## src/rtl/cpu_program_loader_if.sv

```systemverilog
// Byte-stream and memory back-door bundle for the program loader.
// The loader takes the slave side; the host or bench drives master.
interface cpu_program_loader_if #(
    parameter int IAW = 8,
    parameter int DAW = 5
);
    logic           byte_valid_i;
    logic [7:0]     byte_data_i;
    logic           byte_ready_o;
    logic           imem_we_o;
    logic [IAW-1:0] imem_addr_o;
    logic [31:0]    imem_data_o;
    logic           dmem_we_o;
    logic [DAW-1:0] dmem_addr_o;
    logic [7:0]     dmem_data_o;
    logic           start_o;
    logic           busy_o;
    logic           error_o;

    modport slave (
        input  byte_valid_i, byte_data_i,
        output byte_ready_o,
        output imem_we_o, imem_addr_o, imem_data_o,
        output dmem_we_o, dmem_addr_o, dmem_data_o,
        output start_o, busy_o, error_o
    );

    modport master (
        output byte_valid_i, byte_data_i,
        input  byte_ready_o,
        input  imem_we_o, imem_addr_o, imem_data_o,
        input  dmem_we_o, dmem_addr_o, dmem_data_o,
        input  start_o, busy_o, error_o
    );
endinterface

```

## src/rtl/cpu_program_loader.sv

```systemverilog
// Loads instruction words and data bytes from a byte stream into the CPU
// memories, then raises start. Image: MAGIC, N, N LE words, M, M bytes.
module cpu_program_loader #(
    parameter int         IMEM_DEPTH = 256,
    parameter int         DMEM_DEPTH = 32,
    parameter logic [7:0] MAGIC      = 8'hA5
) (
    input logic clk_i,
    input logic rst_i,
    cpu_program_loader_if.slave bus
);
    localparam int IAW = $clog2(IMEM_DEPTH);
    localparam int DAW = $clog2(DMEM_DEPTH);
    localparam logic [7:0] DMAX = 8'(DMEM_DEPTH);

    typedef enum logic [2:0] {
        S_MAGIC,
        S_ICNT,
        S_IWORD,
        S_DCNT,
        S_DBYTE,
        S_DONE,
        S_ERR
    } state_t;

    state_t         state;
    logic [7:0]     n;
    logic [7:0]     m;
    logic [IAW-1:0] widx;
    logic [1:0]     lane;
    logic [23:0]    wbuf;
    logic [DAW-1:0] daddr;
    logic           acc;
    logic [7:0]     din;

    assign bus.byte_ready_o = (state == S_MAGIC) || (state == S_ICNT) ||
                              (state == S_IWORD) || (state == S_DCNT) ||
                              (state == S_DBYTE);
    assign acc = bus.byte_valid_i && bus.byte_ready_o;
    assign din = bus.byte_data_i;

    always_ff @(posedge clk_i) begin
        if (!rst_i) begin
            state           <= S_MAGIC;
            n               <= '0;
            m               <= '0;
            widx            <= '0;
            lane            <= '0;
            wbuf            <= '0;
            daddr           <= '0;
            bus.imem_we_o   <= 1'b0;
            bus.imem_addr_o <= '0;
            bus.imem_data_o <= '0;
            bus.dmem_we_o   <= 1'b0;
            bus.dmem_addr_o <= '0;
            bus.dmem_data_o <= '0;
            bus.start_o     <= 1'b0;
            bus.busy_o      <= 1'b0;
            bus.error_o     <= 1'b0;
        end else begin
            bus.imem_we_o <= 1'b0;
            bus.dmem_we_o <= 1'b0;
            bus.start_o   <= (state == S_DONE);
            bus.error_o   <= (state == S_ERR);
            if (acc) begin
                unique case (state)
                    S_MAGIC: begin
                        if (din == MAGIC) begin
                            state      <= S_ICNT;
                            bus.busy_o <= 1'b1;
                        end else begin
                            state <= S_ERR;
                        end
                    end
                    S_ICNT: begin
                        n     <= din;
                        widx  <= '0;
                        lane  <= '0;
                        state <= (din == 8'd0) ? S_DCNT : S_IWORD;
                    end
                    S_IWORD: begin
                        lane <= lane + 2'd1;
                        if (lane == 2'd3) begin
                            bus.imem_we_o   <= 1'b1;
                            bus.imem_addr_o <= widx;
                            bus.imem_data_o <= {din, wbuf};
                            widx            <= widx + 1'b1;
                            if (widx == IAW'(n - 8'd1)) state <= S_DCNT;
                        end else begin
                            // byte 0 ends up in the low lane after three shifts
                            wbuf <= {din, wbuf[23:8]};
                        end
                    end
                    S_DCNT: begin
                        m     <= din;
                        daddr <= '0;
                        if (din > DMAX) begin
                            state      <= S_ERR;
                            bus.busy_o <= 1'b0;
                        end else if (din == 8'd0) begin
                            state      <= S_DONE;
                            bus.busy_o <= 1'b0;
                        end else begin
                            state <= S_DBYTE;
                        end
                    end
                    S_DBYTE: begin
                        bus.dmem_we_o   <= 1'b1;
                        bus.dmem_addr_o <= daddr;
                        bus.dmem_data_o <= din;
                        daddr           <= daddr + 1'b1;
                        if (8'(daddr) == m - 8'd1) begin
                            state      <= S_DONE;
                            bus.busy_o <= 1'b0;
                        end
                    end
                    default: begin
                    end
                endcase
            end
        end
    end
endmodule
```

## src/flat_wrapper.sv

```systemverilog
// flat-port wrapper written by rule: the top's interface ports become plain ports
module cpu_program_loader_flat 
#(
    parameter int         IMEM_DEPTH = 256,
    parameter int         DMEM_DEPTH = 32,
    parameter logic [7:0] MAGIC      = 8'hA5
)
  (clk_i, rst_i, bus_byte_valid_i, bus_byte_data_i, bus_byte_ready_o, bus_imem_we_o, bus_imem_addr_o, bus_imem_data_o, bus_dmem_we_o, bus_dmem_addr_o, bus_dmem_data_o, bus_start_o, bus_busy_o, bus_error_o);
  cpu_program_loader_if bus_i ();
  input logic clk_i;
  input logic rst_i;
  input wire logic [$bits(bus_i.byte_valid_i)-1:0] bus_byte_valid_i;
  input wire logic [$bits(bus_i.byte_data_i)-1:0] bus_byte_data_i;
  output wire logic [$bits(bus_i.byte_ready_o)-1:0] bus_byte_ready_o;
  output wire logic [$bits(bus_i.imem_we_o)-1:0] bus_imem_we_o;
  output wire logic [$bits(bus_i.imem_addr_o)-1:0] bus_imem_addr_o;
  output wire logic [$bits(bus_i.imem_data_o)-1:0] bus_imem_data_o;
  output wire logic [$bits(bus_i.dmem_we_o)-1:0] bus_dmem_we_o;
  output wire logic [$bits(bus_i.dmem_addr_o)-1:0] bus_dmem_addr_o;
  output wire logic [$bits(bus_i.dmem_data_o)-1:0] bus_dmem_data_o;
  output wire logic [$bits(bus_i.start_o)-1:0] bus_start_o;
  output wire logic [$bits(bus_i.busy_o)-1:0] bus_busy_o;
  output wire logic [$bits(bus_i.error_o)-1:0] bus_error_o;
  assign bus_i.byte_valid_i = bus_byte_valid_i;
  assign bus_i.byte_data_i = bus_byte_data_i;
  assign bus_byte_ready_o = bus_i.byte_ready_o;
  assign bus_imem_we_o = bus_i.imem_we_o;
  assign bus_imem_addr_o = bus_i.imem_addr_o;
  assign bus_imem_data_o = bus_i.imem_data_o;
  assign bus_dmem_we_o = bus_i.dmem_we_o;
  assign bus_dmem_addr_o = bus_i.dmem_addr_o;
  assign bus_dmem_data_o = bus_i.dmem_data_o;
  assign bus_start_o = bus_i.start_o;
  assign bus_busy_o = bus_i.busy_o;
  assign bus_error_o = bus_i.error_o;
  cpu_program_loader #(.IMEM_DEPTH(IMEM_DEPTH), .DMEM_DEPTH(DMEM_DEPTH), .MAGIC(MAGIC)) u_core (.clk_i(clk_i), .rst_i(rst_i), .bus(bus_i));
endmodule
```

## config.mk

```make
export PLATFORM = sky130hd
export DESIGN_NAME = cpu_program_loader_flat
export DESIGN_NICKNAME = d
export VERILOG_FILES = /design/src/rtl/cpu_program_loader_if.sv /design/src/rtl/cpu_program_loader.sv /design/src/flat_wrapper.sv
export SDC_FILE = /design/constraint.sdc
export NUM_CORES = 1
export LEC_CHECK = 0
export BUFFER_PORTS_ARGS = -buffer_cell sky130_fd_sc_hd__buf_2
export CAP_MARGIN = 0
export CORE_UTILIZATION = 30
export DETAILED_ROUTE_END_ITERATION = 8
export PLACE_DENSITY = 0.44
export SYNTH_ARGS = -nofsm -noshare
export SYNTH_HDL_FRONTEND = slang
export SYNTH_SLANG_ARGS = --single-unit
```

## constraint.sdc

```tcl
create_clock -name clk_i -period 3.1 [get_ports clk_i]
set_input_delay 0.155 -clock clk_i [delete_from_list [all_inputs] [get_ports clk_i]]
set_output_delay 0.155 -clock clk_i [all_outputs]
set_load 0.05 [all_outputs]
```

==> impl_metrics.py, run 1 <==
metrics = {
    "pwr": {
        "p_comb_frac": 0.142,
        "powerDensity_nw_per_um2": 706.6,
        "ir_worst_vdd_v": 0.0003874,
        "p_int_mw": 3.022,
        "clkPwrFrac": 0.462,
        "p_sw_mw": 1.165,
        "seqPwrFrac": 0.395,
        "switching_share": 0.2782,
        "leakagePower_nw": 2.252,
    },
    "cts": {
        "htreeDepth": 4,
        "clk_latency_ns": 0.41,
        "postCtsSetupBuffers": 0,
        "clk_pin_slew_ns": 0.05,
        "cts_resized": 0,
        "clockRootBuffer": "clkbuf_16",
        "holdBufCountCts": 0,
        "cts.sink_count": 116,
        "numCtsBuffers": 17,
        "cts_tree": "built",
        "clk_path_buf_depth": 2,
    },
    "synth": {
        "synthCells": 620,
        "ys_ff_latch": 116,
        "yosysWarningCount": 0,
        "synth_edf_count": 0,
        "yosysSeqAreaShare": 0.4810,
        "avgSynthCellArea_um2": 7.788,
        "ys.flop_type": "dfxtp_1",
        "mappedNetlistNets": 636,
        "synthDistinctLibCells": 53,
        "syn_area_um2": 4828,
        "ys_async_sr_fraction": 0,
    },
    "place": {
        "dp_cells": 866,
        "dp.final_hpwl_um": 8337,
        "port_buffers": 69,
        "gp_congestion": 0.7824,
    },
    "global_route": {
        "grt_start_max_net_pins": 46,
        "overflow": 0,
        "grt_usage": 0.1598,
        "grt_pass1_vias": 3914,
        "antenna_found_initial": 0,
        "grt_first_pass_wirelength_um": 20440,
    },
    "final_layout": {
        "layout_common_cells": "201 x nand2_1, 116 x dfxtp_1, 108 x a21oi_1",
        "drive_gt1_frac": 0.1676,
        "n_antenna_cell": 0,
        "final_common_cell": "nand2_1",
        "areaGrowthSynthToFinish_pct": 22.73,
        "nets": 685,
        "fin_cells": 896,
    },
    "setup_path": {
        "required_ns": 3.40,
        "path_max_fanout": 5,
        "max_stage_delay_ns": 0.50,
        "arrival_ns": 2.69,
        "crit_path_start_kind": "register",
        "cp-end-kind": "register",
        "crit_chain": "inv_1 -> ha_1 -> xnor2_1 -> nor4_4 -> nand4_1 -> a32o_2 -> or4b_1 -> o211a_1",
        "cpMaxStageDelayCell": "or4b_1",
        "timing_worst_setup_path_type": "register to register",
    },
    "route": {
        "drcViolationCount": 0,
        "totalWireLength_um": 12590,
        "postRouteAntennaNets": 0,
        "first_pass_iters": 6,
        "wire_per_inst_um": 14.05,
        "vias": 4211,
        "first_iter_violations": 238,
        "vias_per_cell": 4.700,
    },
    "sta": {
        "rsz0062_at_grt": "no",
        "finalSetupTns_ns": 0,
        "slew_violations": 0,
        "tightest_slew_ns": 0.8604,
        "skew_ns": 0.007182,
        "setup_viol": 0,
        "fin_crit_sh": 0.7717,
        "period_minus_slack_ns": 2.392,
        "max_freq_mhz": 418.0,
        "whs_ns": 0.06839,
        "hold_violations": 0,
        "relSlewSlack": 0.4256,
    },
    "die": {
        "start_util": 0.3062,
        "core_area_um2": 15770,
        "dieArea_um2": 16610,
        "std_cell_rows": 46,
        "die_w_um": 128.9,
        "ios": 70,
        "die_h_um": 128.9,
    },
    "min_path": {
        "hold_path_class": "input port to register",
    },
    "job": {
        "drv_cap": 0,
    },
    "run_status": {
        "status": "completed",
    },
}
synth_stat cells (2+ instances only):
cell,count,area [um^2]
nand2b_1,3,18.77
a2111oi_0,2,17.52
o41ai_1,2,17.52
buf_2,4,20.02
clkbuf_1,43,161.4
nand2_1,201,754.5
inv_1,5,18.77
a41oi_1,2,17.52
o21a_1,2,15.01
nor2b_1,3,18.77
and2_1,2,12.51
nor4_1,4,25.02
a21oi_1,108,540.5
and3_1,4,25.02
nor3_1,5,25.02
or3_1,7,43.79
a211oi_1,2,15.01
o2111ai_1,3,26.28
nand3_1,9,45.04
o211ai_1,2,15.01
o21ai_1,7,35.03
xor2_1,10,87.58
dfxtp_1,116,2322
mux2i_1,2,20.02
nor3b_1,2,15.01
ha_1,5,62.56
nor2_1,24,90.09
o21ai_0,5,25.02
xnor2_1,8,70.07
nand3b_1,5,37.54
critical path, delay by kind of cell, from the launching register on:
| family | cells | cell delay, ns |
|---|---|---|
| compound gates | 2 | 0.46 |
| xor+xnor | 1 | 0.16 |
| fa+ha+maj | 1 | 0.30 |
| buf+inv | 1 | 0.06 |
| flops | 1 | 0.40 |
| simple gates | 3 | 0.90 |
cell type report:
cell class	count	area, um^2
fill	1699	9844
sequential	116	2322
multi-input combinational	451	2307
clock buffer	22	484.2
timing repair buffer	77	417.9
tap	216	270.3
clock inverter	8	101.3
inverter	6	22.52
cell families (layout without fill, tap and decap cells):
group / count (synthesis) / count (layout) / synth area share
AOI/OAI and AO/OA: 147 / 147 / 0.1726
DFF: 116 / 116 / 0.4810
adders and majority gates: 5 / 5 / 0.01296
xor gates and xnor gates: 19 / 19 / 0.03757
buffers and inverters: 53 / 113 / 0.04224
and+or+nand+nor: 277 / 277 / 0.2472
muxes: 3 / 3 / 0.006478
registers in the layout, summed over array words and instances (netlist names), 2 cells and up:
| signal | count |
|---|---|
| u_core.bus.imem_data_o | 32 |
| u_core.wbuf | 24 |
| u_core.bus.dmem_data_o | 8 |
| u_core.bus.imem_addr_o | 8 |
| u_core.m | 8 |
| u_core.n | 8 |
| u_core.widx | 8 |
| u_core.bus.dmem_addr_o | 5 |
| u_core.daddr | 5 |
| u_core.state | 3 |
| u_core.lane | 2 |
worst paths after layout:
| kind | from | to | slack [ns] | cells past startpoint |
|---|---|---|---|---|
| worst min-delay path | bus_byte_data_i[3] | u_core.m[3] | 0.07 | 3 |
| worst max-delay path | u_core.m[0] | u_core.state[2] | 0.71 | 8 |
| worst max register to register | u_core.m[0] | u_core.state[2] | 0.71 | 8 |
| worst min register to register | u_core.bus.imem_data_o[3] | u_core.bus.imem_data_o[3] | 0.45 | 2 |
per-stage QoR:
stage / setup WS [ns] / total power [mW] / utilization / area, um^2
2_1_floorplan: 0.4945 / 2.141 / - / 4828
3_3_place_gp: 0.7618 / 2.281 / 0.3386 / 5340
3_5_place_dp: 0.7125 / 2.281 / 0.3386 / 5340
4_1_cts: 0.6946 / 4.237 / 0.3758 / 5926
5_1_grt: 0.5740 / 4.373 / 0.3758 / 5926
6_report: 0.7078 / 4.187 / 0.3758 / 5926
metal layers:
metal	GRT usage	vias up	wire [um]
met4	0.05675	0	105
met2	0.2397	86	5503
met5	0	-	0
met1	0.2138	1934	6425
met3	0.05198	7	551
li1	-	2184	-
power by group through the flow:
stage / sequential (mW) / clock (mW) / combinational, mW
6_report: 1.65 / 1.94 / 0.596
5_1_grt: 1.67 / 2.04 / 0.661
4_1_cts: 1.65 / 1.98 / 0.601
3_5_place_dp: 1.68 / 0 / 0.598
3_3_place_gp: 1.68 / 0 / 0.599
2_1_floorplan: 1.68 / 0 / 0.459
No activity file was read; power rests on OpenSTA's default activity.
==> run 2, diff against run 1 <==
Settings changed: PLACE_DENSITY 0.44 to 0.46.
Clock period 3.1 ns to 2 ns, I/O delays scaled along.
==> run 2 against run 1 <==
  * Final cell count rose by 3.0%
  * Critical endpoint unchanged
  * Highest routed layer unchanged
  * The flow now finishes with violations (negative setup slack)
  * Flip-flop and latch count stayed put
  * Fmax rose by 12%
==> impl_metrics.py, run 2 (synthesis results as in run 1) <==
metrics = {
    "run_status": {
        "status": "complete, but fails checks",
        "violations": "negative setup slack",
    },
    "sta": {
        "max_freq_mhz": 469.6,
        "hold_violations": 0,
        "final.setup.worst_slack_ns": -0.1297,
        "period_minus_slack_ns": 2.130,
        "fin_crit_sh": 1.065,
        "tightest_slew_ns": 0.6112,
        "finalSetupTns_ns": -0.1297,
        "setup_viol": 1,
        "relSlewSlack": 0.5888,
        "whs_ns": 0.02927,
        "skew_ns": 0.006802,
        "slew_violations": 0,
        "rsz0062_at_grt": "yes",
    },
    "final_layout": {
        "layout_common_cells": "201 x nand2_1, 114 x dfxtp_1, 108 x a21oi_1",
        "reg_top3": "u_core.bus.imem_data_o: 32 flops, u_core.wbuf: 24 flops",
        "drive_gt1_frac": 0.2093,
        "nFillCells": 1682,
        "multiInputGateArea_um2": 2331,
        "n_antenna_cell": 0,
        "largest_register": "u_core.bus.imem_data_o",
        "final_common_cell": "nand2_1",
        "areaGrowthSynthToFinish_pct": 28.09,
        "design_area_um2": 6185,
        "fin_cells": 923,
        "ff_latch_area_um2": 2325,
        "nets": 711,
        "largest_reg_flops": 32,
        "fin_util": 0.3922,
    },
    "cts": {
        "holdBufCountCts": 0,
        "clk_latency_ns": 0.41,
        "postCtsSetupBuffers": 0,
        "cts.sink_count": 116,
        "cts_resized": 0,
        "htreeDepth": 4,
        "clk_path_buf_depth": 2,
        "cts_tree": "built",
        "clk_pin_slew_ns": 0.05,
        "clockRootBuffer": "clkbuf_16",
        "numCtsBuffers": 17,
    },
    "global_route": {
        "overflow": 0,
        "grt_first_pass_wirelength_um": 20420,
        "antenna_found_initial": 0,
        "grt_start_max_net_pins": 53,
        "grt_pass1_vias": 4018,
        "grt_usage": 0.1592,
    },
    "die": {
        "start_util": 0.3062,
        "die_w_um": 128.9,
        "std_cell_rows": 46,
        "ios": 70,
        "die_h_um": 128.9,
        "dieArea_um2": 16610,
        "core_area_um2": 15770,
    },
    "setup_path": {
        "cpMaxStageDelayCell": "or4b_1",
        "max_stage_delay_ns": 0.47,
        "required_ns": 2.30,
        "crit_path_start_kind": "register",
        "arrival_ns": 2.43,
        "reg2reg_depth": 8,
        "timing_worst_setup_path_type": "register to register",
        "cp-end-kind": "register",
        "crit_chain": "inv_2 -> ha_4 -> xnor2_2 -> nor4_4 -> nand4_1 -> a32o_2 -> or4b_1 -> o211a_1",
        "path_max_fanout": 4,
    },
    "pwr": {
        "leakagePower_nw": 2.396,
        "ir_worst_vdd_v": 0.0007729,
        "powerDensity_nw_per_um2": 1091,
    },
    "job": {
        "drv_cap": 0,
    },
    "route": {
        "vias_per_cell": 4.766,
        "postRouteAntennaNets": 0,
        "vias": 4399,
        "first_iter_violations": 269,
        "wire_per_inst_um": 13.80,
        "first_pass_iters": 4,
        "drcViolationCount": 0,
        "totalWireLength_um": 12740,
    },
    "place": {
        "port_buffers": 69,
        "gp_congestion": 0.7915,
        "dp.final_hpwl_um": 8699,
        "dpl_cell_area_um2": 5574,
        "dp_cells": 892,
    },
    "min_path": {
        "holdPathStages": 3,
        "hold_path_class": "input port to register",
    },
}
-- run 2: layout make-up --
cell class / count / area share
tap: 216 / 0.04370
timing repair buffer: 103 / 0.1012
sequential: 116 / 0.3759
clock buffer: 22 / 0.07829
clock inverter: 9 / 0.02043
inverter: 6 / 0.003642
multi-input combinational: 451 / 0.3769
-- run 2: timing repair --
action / 4_1_cts / 5_1_grt
endpoints found under the setup margin: 2 / 4
pin swaps: 0 / 1
gates cloned: 0 / 0
hold endpoints to repair: 0 / 0
-- run 2: per-stage QoR --
| step | setup slack (ns) | power, mW |
|---|---|---|
| after global placement | -0.1046 | 3.662 |
| final | -0.1297 | 6.747 |
| after CTS | -0.1488 | 6.827 |
| after detailed placement | -0.1321 | 3.674 |
| after global routing | -0.2532 | 7.064 |
| after floorplan | -0.05083 | 3.329 |
-- run 2: worst max-delay path: cells and delay by family, from the launching register on --
family                   cells  cell delay (ns)
AO/OA/AOI/OAI                2             0.39
XOR/XNOR                     1             0.14
buffers and inverters        1             0.05
adder cells (fa/ha/maj)      1             0.23
flip-flops                   1             0.35
AND/OR/NAND/NOR              3             0.86
-- run 2: power breakdown --
part / switching [mW] / total [mW] / internal (mW)
clock network: 1.05 / 3.12 / 2.08
logic: 0.694 / 1.12 / 0.428
registers: 0.0885 / 2.50 / 2.41
total: 1.83 / 6.75 / 4.92
-- run 2: worst paths after layout --
path	end	slack [ns]	start
max	u_core.state[2]	-0.13	u_core.m[1]
min reg2reg	u_core.bus.imem_data_o[14]	0.45	u_core.bus.imem_data_o[14]
min	u_core.n[6]	0.03	bus_byte_data_i[6]
max reg2reg	u_core.state[2]	-0.13	u_core.m[1]
-- run 2: layer usage --
| layer | GRT usage | wire length (um) | share of wire | vias to the layer above |
|---|---|---|---|---|
| li1 | - | - | - | 2231 |
| met1 | 0.2181 | 6453 | 0.51 | 2064 |
| met2 | 0.2391 | 5635 | 0.44 | 89 |
| met3 | 0.04283 | 486 | 0.038 | 15 |
| met4 | 0.05744 | 161 | 0.013 | 0 |
| met5 | 0 | 0 | 0 | - |
==> run 3, diff against run 2 <==
Settings changed: CTS_CLUSTER_DIAMETER from default to 200, REMOVE_ABC_BUFFERS from default to 1.
==> run 3 against run 2 <==
  * Critical path depth unchanged
  * Sequential power about the same
  * Wire length increased by 4.4%
  * Non-clock buffer count increased by 21
  * Hold slack got worse by 0.012 ns
  * Worst setup slack got worse by 0.077 ns
  * The flow still finishes with violations (negative setup slack)
  * Flip-flop and latch count unchanged
  * Critical path type unchanged
  * Count of clock-buffer cells in the layout increased by 2
  * Via count increased by 0.84%
  * Clock power about the same
==> impl_metrics.py, run 3 (synthesis results as in run 1) <==
metrics = {
    "run_status": {
        "status": "complete, but fails checks",
        "violations": "negative setup slack",
    },
    "die": {
        "ios": 70,
        "die_w_um": 128.9,
        "die_h_um": 128.9,
        "start_util": 0.3062,
        "std_cell_rows": 46,
        "dieArea_um2": 16610,
        "core_area_um2": 15770,
    },
    "route": {
        "drcViolationCount": 0,
        "first_iter_violations": 225,
        "first_pass_iters": 4,
        "vias": 4436,
        "vias_per_cell": 4.694,
        "totalWireLength_um": 13300,
        "wire_per_inst_um": 14.08,
        "postRouteAntennaNets": 0,
    },
    "setup_path": {
        "max_stage_delay_ns": 0.50,
        "crit_family": "simple AND/OR/NAND/NOR gates",
        "path_max_fanout": 3,
        "r2r_end": "u_core.state[2]",
        "cpMaxStageDelayCell": "or4b_1",
        "reg2reg_depth": 8,
        "crit_chain": "inv_2 -> ha_4 -> xnor2_2 -> nor4_4 -> nand4_1 -> a32o_2 -> or4b_1 -> o211a_1",
        "crit_path_start_kind": "register",
        "arrival_ns": 2.51,
        "reg2reg_slack_ns": -0.21,
        "path_buf_inv": 1,
        "timing_worst_setup_path_type": "register to register",
        "r2r_start": "u_core.m[0]",
        "cp-end-kind": "register",
        "required_ns": 2.31,
    },
    "cts": {
        "clockRootBuffer": "clkbuf_16",
        "clk_path_buf_depth": 2,
        "htreeDepth": 4,
        "cts.sink_count": 116,
        "clk_latency_ns": 0.41,
        "clk_pin_slew_ns": 0.05,
        "numCtsBuffers": 17,
        "cts_tree": "built",
    },
    "min_path": {
        "min_from": "bus_byte_data_i[3]",
        "hold_path_class": "input port to register",
        "holdPathStages": 3,
        "min_to": "u_core.m[3]",
    },
    "global_route": {
        "met1_usage": 0.2053,
        "grt_start_max_net_pins": 52,
        "grt_usage": 0.1657,
        "overflow": 0,
        "antenna_found_initial": 0,
        "grt_first_pass_wirelength_um": 21040,
        "grt_pass1_vias": 4049,
        "busiest_layer": "met2",
        "use_met3": 0.04948,
        "use_met2": 0.2766,
    },
    "pwr": {
        "p_comb_frac": 0.178,
        "powerDensity_nw_per_um2": 1067,
        "power_mw": 6.810,
        "switching_share": 0.2728,
        "leakagePower_nw": 2.498,
        "clkPwrFrac": 0.454,
        "ir_worst_vdd_v": 0.0006017,
        "p_sw_mw": 1.858,
        "seqPwrFrac": 0.368,
        "p_int_mw": 4.952,
    },
    "final_layout": {
        "reg_top3": "u_core.bus.imem_data_o: 32 flops, u_core.wbuf: 24 flops",
        "drive_gt1_frac": 0.2305,
        "final_common_cell": "nand2_1",
        "layout_common_cells": "201 x nand2_1, 114 x dfxtp_1, 108 x a21oi_1",
        "largest_reg_flops": 32,
        "n_antenna_cell": 0,
        "nets": 732,
        "largest_register": "u_core.bus.imem_data_o",
        "fin_util": 0.4046,
        "areaGrowthSynthToFinish_pct": 32.13,
    },
    "job": {
        "drv_cap": 0,
    },
    "place": {
        "port_buffers": 69,
        "dp.final_hpwl_um": 9118,
        "gp_congestion": 0.8296,
        "place_ws_ns": -0.3420,
    },
    "sta": {
        "fin_crit_sh": 1.103,
        "tightest_slew_ns": 0.5044,
        "setup_viol": 2,
        "skew_ns": 0.01406,
        "slew_violations": 0,
        "whs_ns": 0.01738,
        "rsz0062_at_grt": "yes",
        "max_freq_mhz": 453.2,
        "final.setup.worst_slack_ns": -0.2064,
        "period_minus_slack_ns": 2.206,
        "relSlewSlack": 0.6632,
        "hold_violations": 0,
    },
}
[run 3: cell types whose count changed in the layout (fill, tap and decap cells not counted), sizes merged]
| cell | change |
|---|---|
| clkbuf | +2 |
| dlygate4sd3 | +2 |
| clkinvlp | +1 |
| clkinv | -2 |
| buf | +19 |
[run 3: layer usage]
layer / share of wire / up-vias / routed length, um
li1: - / 2276 / -
met1: 0.47 / 2078 / 6256
met2: 0.49 / 76 / 6489
met3: 0.035 / 6 / 462
met4: 0.0070 / 0 / 93
met5: 0 / - / 0
[run 3: cell type report]
type | instances | area (um^2)
multi-input cells | 451 | 2356
repair buffers | 124 | 800.8
fillers | 1667 | 9390
inverters | 6 | 22.52
well taps | 216 | 270.3
flip-flops and latches | 116 | 2325
clock inverters | 8 | 123.9
clock buffers | 24 | 481.7
[run 3: how the worst max path moves through the flow]
stage                         start         endpoint  cells after the start  slack [ns]
finish                  u_core.m[0]  u_core.state[2]                      8       -0.21
global route            u_core.m[0]  u_core.state[2]                      8       -0.31
CTS                     u_core.m[0]  u_core.state[2]                      8       -0.22
detailed placement      u_core.m[0]  u_core.state[2]                      8       -0.34
global placement        u_core.m[0]  u_core.state[2]                      8       -0.25
floorplan           u_core.state[0]  u_core.state[2]                      4       -0.57
[run 3: worst register-to-register path, delay by kind of cell, from the launching register on]
family	cells	cell delay [ns]
simple gates	3	0.93
compound gates	2	0.41
flops	1	0.34
fa+ha+maj	1	0.23
xor+xnor	1	0.14
buf+inv	1	0.05
[run 3: power by group through the flow]
stage / Sequential, mW / Combinational [mW] / Clock [mW]
floorplan: 2.66 / 0.597 / 0
global placement: 2.54 / 1.16 / 0
detailed placement: 2.55 / 1.18 / 0
CTS: 2.50 / 1.21 / 3.16
global route: 2.51 / 1.33 / 3.26
finish: 2.50 / 1.22 / 3.09
[run 3: through the flow]
stage          area, um^2  TNS [ns]  cells
2_1_floorplan        4647    -7.762    573
3_3_place_gp         5688   -0.3866    909
3_5_place_dp         5688   -0.6915    909
4_1_cts              6369   -0.3424    945
5_1_grt              6380   -0.6328    945
6_report             6380   -0.2483    945
[run 3: timing repair]
item	4_1_cts	5_1_grt
hold buffers	2	0
pin swaps	7	2
endpoints found under the setup margin	4	4
gates resized for setup	10	2
endpoints found under the hold margin	3	0
buffers inserted	2	0
